[config.mk]
export PLATFORM = sky130hd
export DESIGN_NAME = imm_ext_pipe
export DESIGN_NICKNAME = d
export VERILOG_FILES = /design/src/rtl/imm_pkg.sv /design/src/rtl/imm_fmt_decode.sv /design/src/rtl/imm_ext_pipe.sv
export SDC_FILE = /design/constraint.sdc
export NUM_CORES = 1
export LEC_CHECK = 0
export ABC_AREA = 1
export CELL_PAD_IN_SITES_DETAIL_PLACEMENT = 0
export CELL_PAD_IN_SITES_GLOBAL_PLACEMENT = 2
export CORE_MARGIN = 3
export CORE_UTILIZATION = 31
export CTS_CLUSTER_DIAMETER = 60
export DETAILED_ROUTE_END_ITERATION = 10
export GPL_ROUTABILITY_DRIVEN = 0
export PLACE_DENSITY_LB_ADDON = 0.15
export SLEW_MARGIN = 10
export SYNTH_ARGS = -nofsm -noshare
export SYNTH_HDL_FRONTEND = slang
export SYNTH_HIERARCHICAL = 1
export SYNTH_SLANG_ARGS = --single-unit
[constraint.sdc]
create_clock -name clk -period 4.9 [get_ports clk]
set_input_delay 0.98 -clock clk [delete_from_list [all_inputs] [get_ports clk]]
set_output_delay 0.98 -clock clk [all_outputs]
set_load 0.03 [all_outputs]
[src/rtl/imm_pkg.sv]
// imm_pkg -- shared types for the immediate-extension pipeline stage.
//
// Contents:
//   imm_src_e  : 3-bit immediate format selector (I/S/B/J/U/Z/SH/reserved).
//   INSTR_W    : instruction word width.
//
// The entry struct (imm, tag, err) depends on XLEN/TAG_W, so it is declared
// inside the module that owns those parameters rather than here.
package imm_pkg;

  localparam int INSTR_W = 32;

  typedef enum logic [2:0] {
    IMM_I   = 3'b000,
    IMM_S   = 3'b001,
    IMM_B   = 3'b010,
    IMM_J   = 3'b011,
    IMM_U   = 3'b100,
    IMM_Z   = 3'b101,
    IMM_SH  = 3'b110,
    IMM_RSV = 3'b111
  } imm_src_e;

endpackage

[src/rtl/imm_fmt_decode.sv]
// imm_fmt_decode -- purely combinational immediate format decode.
//
// Ports:
//   instr    [31:0]     instruction word (opcode bits [6:0] are not used)
//   imm_src  [2:0]      format select, interpreted as imm_src_e
//   imm      [XLEN-1:0] sign- or zero-extended immediate
//   err                 reserved format, or RV32 shamt with instr[25] set
//
// Parameters: XLEN (32 or 64).
module imm_fmt_decode
  import imm_pkg::*;
#(
  parameter int XLEN = 32
) (
  input  logic [INSTR_W-1:0] instr,
  input  logic [2:0]         imm_src,
  output logic [XLEN-1:0]    imm,
  output logic               err
);

  // Every format is first assembled as a 32-bit value; sign-extending
  // formats then widen it once, so XLEN=32 never needs a zero-width fill.
  logic [31:0]     v32;
  logic            sext;
  logic [XLEN-1:0] imm_sext;
  logic [XLEN-1:0] imm_zext;

  // NOTE: every signal written in always_comb gets a default first; a path
  // that skips an assignment would otherwise infer a latch.
  always_comb begin
    v32  = '0;
    sext = 1'b1;
    err  = 1'b0;
    case (imm_src_e'(imm_src))
      IMM_I:  v32 = {{20{instr[31]}}, instr[31:20]};
      IMM_S:  v32 = {{20{instr[31]}}, instr[31:25], instr[11:7]};
      IMM_B:  v32 = {{19{instr[31]}}, instr[31], instr[7], instr[30:25],
                     instr[11:8], 1'b0};
      IMM_J:  v32 = {{11{instr[31]}}, instr[31], instr[19:12], instr[20],
                     instr[30:21], 1'b0};
      IMM_U:  v32 = {instr[31:12], 12'b0};
      IMM_Z: begin
        v32  = {27'b0, instr[19:15]};
        sext = 1'b0;
      end
      IMM_SH: begin
        sext = 1'b0;
        if (XLEN == 64) begin
          v32 = {26'b0, instr[25:20]};
        end else begin
          // RV32 shift amounts are 5 bits; a set instr[25] is illegal.
          v32 = {27'b0, instr[24:20]};
          err = instr[25];
        end
      end
      default: begin
        // Reserved code: defined zero, never X.
        v32  = '0;
        sext = 1'b0;
        err  = 1'b1;
      end
    endcase

    imm_sext = XLEN'($signed(v32));
    imm_zext = XLEN'(v32);
    imm      = sext ? imm_sext : imm_zext;
  end

  // Opcode field is decoded upstream and deliberately ignored here.
  logic unused_opcode;
  assign unused_opcode = ^instr[6:0];

endmodule

[src/rtl/imm_ext_pipe.sv]
// imm_ext_pipe -- pipelined immediate-extension stage with a 2-entry skid
// buffer (main output register + one skid register), full throughput.
//
// Ports:
//   clk, reset          clock; asynchronous active-high reset
//   flush               synchronous kill of all buffered entries
//   in_valid/in_ready   upstream handshake (in_ready = !skid_valid, registered)
//   in_instr [31:0]     instruction word
//   in_imm_src [2:0]    format select (imm_src_e)
//   in_tag [TAG_W-1:0]  sideband tag carried with the immediate
//   out_valid/out_ready downstream handshake
//   out_imm [XLEN-1:0]  extended immediate
//   out_tag             tag paired with out_imm
//   out_err             only when IMM_EXT_ERR_EN is defined: illegal format
//
// Parameters: XLEN (32/64), TAG_W.
// Optional feature macro: IMM_EXT_ERR_EN.
module imm_ext_pipe
  import imm_pkg::*;
#(
  parameter int XLEN  = 32,
  parameter int TAG_W = 8
) (
  input  logic               clk,
  input  logic               reset,
  input  logic               flush,
  input  logic               in_valid,
  output logic               in_ready,
  input  logic [INSTR_W-1:0] in_instr,
  input  logic [2:0]         in_imm_src,
  input  logic [TAG_W-1:0]   in_tag,
  output logic               out_valid,
  input  logic               out_ready,
  output logic [XLEN-1:0]    out_imm,
`ifdef IMM_EXT_ERR_EN
  output logic               out_err,
`endif
  output logic [TAG_W-1:0]   out_tag
);

  typedef struct packed {
    logic [XLEN-1:0]  imm;
    logic [TAG_W-1:0] tag;
    logic             err;
  } imm_entry_t;

  imm_entry_t new_entry;
  imm_entry_t main_q;
  imm_entry_t skid_q;
  logic       main_valid;
  logic       skid_valid;
  logic       accept;
  logic       drain;

  imm_fmt_decode #(.XLEN(XLEN)) u_decode (
    .instr   (in_instr),
    .imm_src (in_imm_src),
    .imm     (new_entry.imm),
    .err     (new_entry.err)
  );
  assign new_entry.tag = in_tag;

  // in_ready depends only on the skid flop, so out_ready never reaches it
  // combinationally.
  assign in_ready = !skid_valid;
  assign accept   = in_valid && in_ready;
  assign drain    = main_valid && out_ready;

  // NOTE: sequential state uses non-blocking assignments so every register
  // samples pre-edge values regardless of statement order.
  always_ff @(posedge clk or posedge reset) begin
    if (reset) begin
      // NOTE: the data registers are reset too (not just the valids) so the
      // outputs read zero after reset rather than stale or X values.
      main_q     <= '0;
      skid_q     <= '0;
      main_valid <= 1'b0;
      skid_valid <= 1'b0;
    end else if (flush) begin
      // Flush beats both accept and drain in the same cycle.
      main_valid <= 1'b0;
      skid_valid <= 1'b0;
      main_q.err <= 1'b0;
      skid_q.err <= 1'b0;
    end else if (drain) begin
      if (skid_valid) begin
        // Skid refills main; accept is impossible here since in_ready=0.
        main_q     <= skid_q;
        skid_valid <= 1'b0;
      end else begin
        // Drain and accept together: new entry replaces main, no bubble.
        main_valid <= accept;
        if (accept) main_q <= new_entry;
      end
    end else if (accept) begin
      if (main_valid) begin
        // Main is stalled: park the entry in the skid register.
        skid_q     <= new_entry;
        skid_valid <= 1'b1;
      end else begin
        main_q     <= new_entry;
        main_valid <= 1'b1;
      end
    end
  end

  assign out_valid = main_valid;
  assign out_imm   = main_q.imm;
  assign out_tag   = main_q.tag;

`ifdef IMM_EXT_ERR_EN
  assign out_err = main_q.err;
`else
  // Without the error port the err bit is carried but never observed.
  logic unused_err;
  assign unused_err = main_q.err;
`endif

endmodule

# [Word-level counts from Yosys, hierarchy flattened]
# Cells that the tools add are included.
[op_classes] shifts=0 bitwise=2 eq_ne=9 div=0 reduce_logical=16 order_cmp=0 multipliers=0 n_mux=19 n_addsub=0
[op_table] operator="32-bit case mux with 7 select lines" n=1
[op_table] operator="41-bit two-way mux" n=5
[op_table] operator="1-bit two-way mux" n=12
[op_table] operator="3-bit == test (second input constant)" n=3
[op_table] operator="4-bit AND reduction" n=2
[op_table] operator="2-bit nonzero test" n=4
[op_table] operator="3-bit by 2-bit == test with 1-bit output (second input constant)" n=2
[op_table] operator="3-bit nonzero test" n=2
[op_table] operator="6-bit OR reduction" n=1
[op_table] operator="2-bit AND reduction" n=2
[op_table] operator="3-bit by 1-bit == test with 1-bit output (second input constant)" n=1
[op_table] operator="3-bit logical NOT" n=1
[op_table] operator="3-bit != test (second input constant)" n=1
[op_table] operator="3-bit AND reduction" n=1
[op_table] operator="1-bit logical AND" n=2
[op_table] operator="2-bit by 1-bit != test with 1-bit output (second input constant)" n=1
[op_table] operator="2-bit != test (second input constant)" n=1
[op_table] operator="1-bit inverter" n=2
[op_table] operator="1-bit case mux with 2 select lines" n=1
[op_table] operator="1-bit logical NOT" n=1
[totals] n_memories=0 latch_bits=0 out_inout_bits=42 ramBits=0 reg_bits=83 wordCells=53 romBits=0 input_bits=48

# [Logic depth before layout (Yosys ltp)]
[depth] depth_word=7 depth_mapped=10 mapped_depth_nobuf=9

# [Hierarchy]
# The synthesis kept the hierarchy.
[by_module_without_submodules] mod="imm_ext_pipe" seq_area_each_um2=2052.0 area_each_um2=3885.0 n_inst=1 cells_each=501
[by_module_without_submodules] mod="imm_fmt_decode" seq_area_each_um2=0.0 area_each_um2=481.7 n_inst=1 cells_each=90

# [Worst setup path after synthesis]
# No wires, ideal clock.
[synth_timing] kind="input to register" from="in in_imm_src[2]" to="reg main_q (netlist bit out_imm[1])" setup_slack_ps=3016 required_ps=4783 cell_stages=9 arrival_ps=1767 path_cell_list="inv_1 > clkbuf_8 > nand3_1 > nand3_1 > nand3_1 > nand2_1 > nand2_1 > nand3_1 > nand2_1"
[synth_rtl] item="start, declared" line="imm_ext_pipe.sv:30" rtl="input logic [2:0] in_imm_src,"
[synth_rtl] item="end signal, assigned" line="imm_ext_pipe.sv:88" rtl="main_q <= skid_q;"
[synth_rtl] item="end signal, assigned" line="imm_ext_pipe.sv:93" rtl="if (accept) main_q <= new_entry;"
[synth_rtl] item="end signal, assigned" line="imm_ext_pipe.sv:101" rtl="main_q <= new_entry;"
[synth_rtl] item="end, declared" line="imm_ext_pipe.sv:48" rtl="imm_entry_t main_q;"

==> impl_results.md <==
- Slew @ Worst Pin: 0.9149 ns
- Final Hold Fails: 0
- CP Launch Point: in_imm_src[2]
- CP Launch Type: primary input
- H-tree depth: 3
- Commonest non-fill, non-tap cell in the layout: nand2_1
- Mean number of vias per cell: 4.916
- Initial antenna violation count: 0
- DP HPWL: 8.278 mm
- Leading cell types in the layout, fill and taps excluded: nand2_1, clkdlybuf4s50_1, dfrtp_1
- Total power: approximately 2.2 mW
- Initial drt markers: approximately 300
- Critical hold path startpoint: skid_q[40]
- Slew HR: 0.3900
- RR Startpoint: skid_valid
- Share of layout cells above drive strength 1: 0.06881
- Inserted Diodes: 0
- Unrepaired setup endpoints after global routing: false
- Syn avg cell area: 7.388 sq um
- Longest Clk Path Bufs: 2
- Post-CTS setup buffers: 0
- Die ar.: 0.01552 sq mm
- Max Cap Violations: 0
- First-pass GRT wire length: roughly 22 mm
- FP Rows: 42
- Chip height: approximately 120 um
- Largest net degree at the start of global routing: ~50
- CP Capture Type: register
- ANT nets after route: 0
- Clk sinks: 82
- Area growth syn-to-layout: 26.55%
- Worst Path Max Fanout: 14
- Pwr/cell area: 403.5 mW/mm^2
- I/O pins: 90
- Post-layout util: 0.4085
- Slew Viols, Final: 0
- Number of CTS-inserted buffers: 9
- DIE WIDTH: roughly 120 um
- Final worst-path cycle share: 0.6484
- Final WL: 13.55 mm
- Final min period: 3.177 ns
- Syn Std Cell Area: 0.004359 sq mm
- Status: finished clean
- Core area: 0.01351 sq mm
- Routed vias: 4080
- Critical path arrival: 3.46 ns
- Tot GR Track Use: 0.1755
- Clk_skew: 0.007481 ns
- Vias in the first global route: 4047
- GRT overflow: 0
- Worst setup margin: 1.723 ns
- F_max: around 310 MHz
- Clk Latency, worst-skew pair: 0.34 ns
- Peak supply drop: between 0.15 and 0.2 mV
- DR WL/cell: 16.32 um
- Syn Inst Count: 590
- Final nets: 698
- Initial core utilization: 0.3228
- Setup WS pre-CTS: 1.356 ns
- Hold/Removal Path Class: register to register
- Setup TNS: 0 ns
- Post-Syn Nets: between 600 and 700
- CTS tree: built
- CTS root buffer: clkbuf_16
- Count of input and output buffers: 82
- CTS resizes: 0
- Leak pwr: between 2 and 3 nW
- Residual DRC count: 0
- YS warnings: 6
- Data required time of the worst path: roughly 5.2 ns
- Critical path type: primary input to register
- Final setup violation count: 0
- Drt first pass iters: 4
- Post-CTS Hold Buffers: 0
- Clock Pin Slew Worst Setup and Hold Paths: approximately 0.060 ns
path summary, 6_finish.rpt:
path,to,slack (ns),cells past startpoint
min in group asynchronous,out_tag[6],1.11,2
hold / removal,skid_q[40],0.47,2
max in group asynchronous,skid_q[39],2.99,3
setup reg to reg,out_imm[26],2.65,7
setup / recovery,out_imm[28],1.72,9
hold reg to reg,skid_q[40],0.47,2
routing by layer:
metal	track usage	vias up	routed length, um
met4	0.05738	0	193
li1	-	2017	-
met2	0.2847	84	6469
met3	0.02573	10	471
met5	0	-	0
met1	0.2409	1969	6410
cell type report:
class / count / area, sq um
clock buffer: 13 / 270.3
sequential: 82 / 2052
clock inverter: 2 / 35.03
fill: 1392 / 7989
timing repair buffer: 92 / 895.9
multi-input combinational: 450 / 1983
tap: 176 / 220.2
inverter: 15 / 60.06
state kept, by name (all words and copies together), names as in the netlist:
register,cells
out_valid,1
out_imm,32
skid_valid,1
skid_q,40
out_tag,8
where the power goes:
part | internal (mW) | switching, mW | total [mW]
clock network | 0.433 | 0.272 | 0.705
registers | 0.824 | 0.0775 | 0.902
logic | 0.240 | 0.380 | 0.619
total | 1.50 | 0.729 | 2.23
critical path: stages:
cell and delay, ns:
clkdlybuf4s50_1 0.83, inv_1 0.38, nor2_4 0.43, inv_1 0.17, o21ai_0 0.33, nand2_1 0.10
nand2_1 0.08, nand3_1 0.07, nand2_1 0.09
through the flow:
step           hold slack (ns)  cell area (sq um)  cells
3_5_place_dp            0.4580               5211    815
5_1_grt                 0.4946               5517    830
4_1_cts                 0.4736               5517    830
6_report                0.4692               5517    830
2_1_floorplan           0.4415               4359    590
3_3_place_gp            0.4526               5211    815
Note: power is estimated with default switching activity, not from simulation.
